## src/rtl/serial_sub_8.sv

```systemverilog
// Bit-serial subtractor: d = a - b - bi, computed LSB first, one bit per clock.
// A start pulse in IDLE captures the operands. After W shift cycles the result,
// borrow-out and signed overflow are published together with a one-cycle done
// pulse. d/bo/of hold the previous result while a new operation is running.
module serial_sub_8 #(
  parameter int W = 8
) (
  input  logic         clk,
  input  logic         rst_n,
  input  logic         start,
  input  logic [W-1:0] a,
  input  logic [W-1:0] b,
  input  logic         bi,
  output logic [W-1:0] d,
  output logic         bo,
  output logic         of,
  output logic         busy,
  output logic         done
);

  localparam int CW = $clog2(W) + 1;

  localparam logic IDLE  = 1'b0;
  localparam logic SHIFT = 1'b1;

  logic         state;
  logic [W-1:0] a_reg;
  logic [W-1:0] b_reg;
  logic [W-2:0] res_reg;
  logic         borrow;
  logic [CW-1:0] cnt;
  logic         a_msb;
  logic         b_msb;

  logic         x;
  logic         y;
  logic         diff_bit;
  logic         borrow_next;
  logic         last;
  logic [W-1:0] res_next;

  // One full-subtractor slice on the current LSBs; res_next is the result
  // register with the new bit shifted in at the top, complete on the last cycle.
  always_comb begin
    x           = a_reg[0];
    y           = b_reg[0];
    diff_bit    = x ^ y ^ borrow;
    borrow_next = (~x & y) | (~(x ^ y) & borrow);
    last        = (cnt == CW'(W - 1));
    res_next    = {diff_bit, res_reg};
  end

  // Handshake, operand capture, serial shifting and result publication.
  always_ff @(posedge clk or negedge rst_n) begin
    if (!rst_n) begin
      state   <= IDLE;
      a_reg   <= '0;
      b_reg   <= '0;
      res_reg <= '0;
      borrow  <= 1'b0;
      cnt     <= '0;
      a_msb   <= 1'b0;
      b_msb   <= 1'b0;
      d       <= '0;
      bo      <= 1'b0;
      of      <= 1'b0;
      busy    <= 1'b0;
      done    <= 1'b0;
    end else begin
      done <= 1'b0;
      case (state)
        IDLE: begin
          if (start) begin
            a_reg  <= a;
            b_reg  <= b;
            borrow <= bi;
            a_msb  <= a[W-1];
            b_msb  <= b[W-1];
            cnt    <= '0;
            busy   <= 1'b1;
            state  <= SHIFT;
          end
        end
        SHIFT: begin
          a_reg   <= a_reg >> 1;
          b_reg   <= b_reg >> 1;
          res_reg <= res_next[W-1:1];
          borrow  <= borrow_next;
          cnt     <= cnt + CW'(1);
          if (last) begin
            d     <= res_next;
            bo    <= borrow_next;
            of    <= (a_msb & ~b_msb & ~diff_bit) | (~a_msb & b_msb & diff_bit);
            busy  <= 1'b0;
            done  <= 1'b1;
            state <= IDLE;
          end
        end
        default: state <= IDLE;
      endcase
    end
  end

endmodule

```

## config.mk

```make
export PLATFORM = sky130hd
export DESIGN_NAME = serial_sub_8
export DESIGN_NICKNAME = d
export VERILOG_FILES = /design/src/rtl/serial_sub_8.sv
export SDC_FILE = /design/constraint.sdc
export NUM_CORES = 1
export LEC_CHECK = 0
export BUFFER_PORTS_ARGS = -buffer_cell sky130_fd_sc_hd__buf_2
export CORE_UTILIZATION = 55
export CTS_CLUSTER_DIAMETER = 60
export DETAILED_ROUTE_END_ITERATION = 7
export PLACE_DENSITY = 0.78
export SLEW_MARGIN = 0
export SYNTH_ARGS = -nofsm -noshare
export SYNTH_HDL_FRONTEND = slang
export SYNTH_SLANG_ARGS = --single-unit
```

## constraint.sdc

```tcl
create_clock -name clk -period 3.9 [get_ports clk]
set_clock_uncertainty 0.15 [all_clocks]
set_input_delay 0.39 -clock clk [delete_from_list [all_inputs] [get_ports clk]]
set_output_delay 0.39 -clock clk [all_outputs]
set_load 0.02 [all_outputs]
```

==> metrics.yaml <==
cts_made_buffers: 5
overflow: 0
wire_per_inst_um: 13.10
crit_fanout: 39
grt_use_met3_pct: 4.545
cts_hold_buf: 0
htree_levels: 2
core_area_um2: 3103
slew_headroom_pct: 38.93
cts_tree: "done"
setup.worst_path.end_class: "register"
cts_sinks: 43
first_iter_violations: 34
cts_setup_buffers: 0
cp-startpoint: "state"
routed_via_density: 5.122
wirelength_mm: 2.896
power.density_nw_per_um2: 796.0
dieHeight_um: 59.77
crit_path_start_kind: "register"
antenna_found_initial: 0
rr_endpoint: "d[1]"
yosysWarnings: 0
use_met2_pct: 30.00
finalHoldViolCount: 0
worstSetupPathType: "reg -> reg"
busiest_layer: "met2"
fmax_mhz: 537.0
hpwl_mm: 2.111
rsz0062_at_grt: "no"
drive_gt1_share_pct: 32.20
synth_cells: 145
clock_latency_ps: 340
clockBufferDepth: 2
max_slew.worst_pin.slew_ps: 916.1
crit_required_ps: 3990
drt-pass1-iter-count: 4
yosysMostFrequentCell: "dfrtp_1"
synthesis.area_um2: 1836
clk_pin_slew_ps: 120
syn_avg_cell_area_um2: 12.66
place_area_um2: 2008
r2r-start: "state"
synth_area_leaders: "dfrtp_1 (59%), mux2i_1 (9.3%), mux2_2 (7.4%)"
maxCapViolations: 0
yosysUniqueCellTypes: 24
reg2regPathDepth: 3
yosys_register_bits: 43
vias: 1132
endpoint: "d[1]"
cts_root_buffer: "clkbuf_4"
maxSlewViolCount: 0
ant_nets: 0
synth-edff-count: 0
seq_area_frac_synth_pct: 58.62
synthArstFlopShare_pct: 100.0
grt_pass1_vias: 1027
r2r_slack_ps: 2040
syn-num-nets: 167
die_width_um: 59.77
drc: 0
grt_first_pass_wirelength_mm: 4.650
diodes: 0
tns_ps: 0
row_count: 20
synth_largest_area_cell: "dfrtp_1"
period_minus_slack_ps: 1862
fin_area_um2: 2077
gp_congestion: 0.7011
ys.flop_type: "dfrtp_1"
synth_top_area_share_pct: 58.62
timing.hold.ws_ps: 18.46
cellLeakagePower_uw: 0.001041
met1_usage_pct: 23.09
setup_viol: 0
grt_max_degree: 44
status: "complete, no violations"
synth_commonest_cells: "dfrtp_1 (43), mux2i_1 (17), nand2_1 (17), o21ai_0 (17), mux2_2 (12)"
die-area_um2: 3572
vdd_drop_max_uv: 310.6
final_nets: 198
crit_arrival_ps: 1950
grtUsageTotal_pct: 18.33
start_util_pct: 59.15
timing.final.crit_share_pct: 47.75
syn2layout_area_growth_pct: 13.16
io_pins: 32
port-buffer-count: 31
post_cts_resized: 0
hp-class: "in -> async"
## cell families (layout without fill, tap and decap cells)
kind of cell / Yosys count / in the layout / synth area share, %
flip-flops: 43 / 43 / 58.62
multiplexers: 34 / 34 / 20.72
AND/OR/NAND/NOR: 31 / 31 / 8.316
AO/OA/AOI/OAI: 22 / 22 / 6.544
buffers and inverters: 11 / 43 / 3.067
adder cells (fa/ha/maj): 2 / 2 / 1.772
XOR/XNOR: 2 / 2 / 0.9545
## final cells by class
type / instances / area (µm²)
Timing Repair Buffer: 32 / 162.7
Sequential cell: 43 / 1076
Multi-Input combinational cell: 91 / 703.2
Clock buffer: 8 / 68.82
Tap cell: 44 / 55.05
Fill cell: 250 / 1026
Inverter: 3 / 11.26
## routing by layer
layer  routed length (µm)  up-vias
li1                     -      559
met1                 1328      537
met2                 1395       30
met3                  119        6
met4                   52        0
met5                    0        -
## worst max-delay path, stage by stage, from the launching register on
cell      delay (ps)
dfrtp_1          540
buf_4            400
nand4b_4         290
mux2_4           370
## stage by stage
step                      util (%)  std cells  total power (µW)  setup slack (ps)
after floorplan                  -        145              1261              2389
after global placement       64.72        213              1393              2078
after detailed placement     64.72        213              1442              2053
after CTS                    66.94        221              1674              2044
after global routing         66.94        221              1767              1932
final                        66.94        221              1653              2038
## how the worst min path moves through the flow
stage	from	endpoint	slack (ps)	cells past startpoint
after floorplan	rst_n	a_msb	-60	0
after global placement	a_reg[2]	a_reg[1]	310	2
after detailed placement	of	of	320	2
after CTS	rst_n	d[3]	40	1
after global routing	rst_n	d[3]	70	1
final	rst_n	d[6]	20	1
## cell usage in the layout (no fill, tap or decap), types with 2 or more instances in the layout
master / instances
dfrtp_1: 43
buf_2: 31
mux2i_1: 17
nand2_1: 17
o21ai_0: 17
mux2_2: 12
nor2_1: 7
mux2_4: 5
clkbuf_4: 5
inv_1: 3
a21oi_1: 2
nor2b_1: 2
a22o_1: 2
nand2b_1: 2
clkbuf_8: 2
## where the power goes
part	total [µW]	leakage [µW]	internal, µW	switching, µW
combinational	635	0.000464	314	321
sequential	783	0.000538	647	135
clock	236	0.0000386	106	130
(Power assumes the default switching activity.)
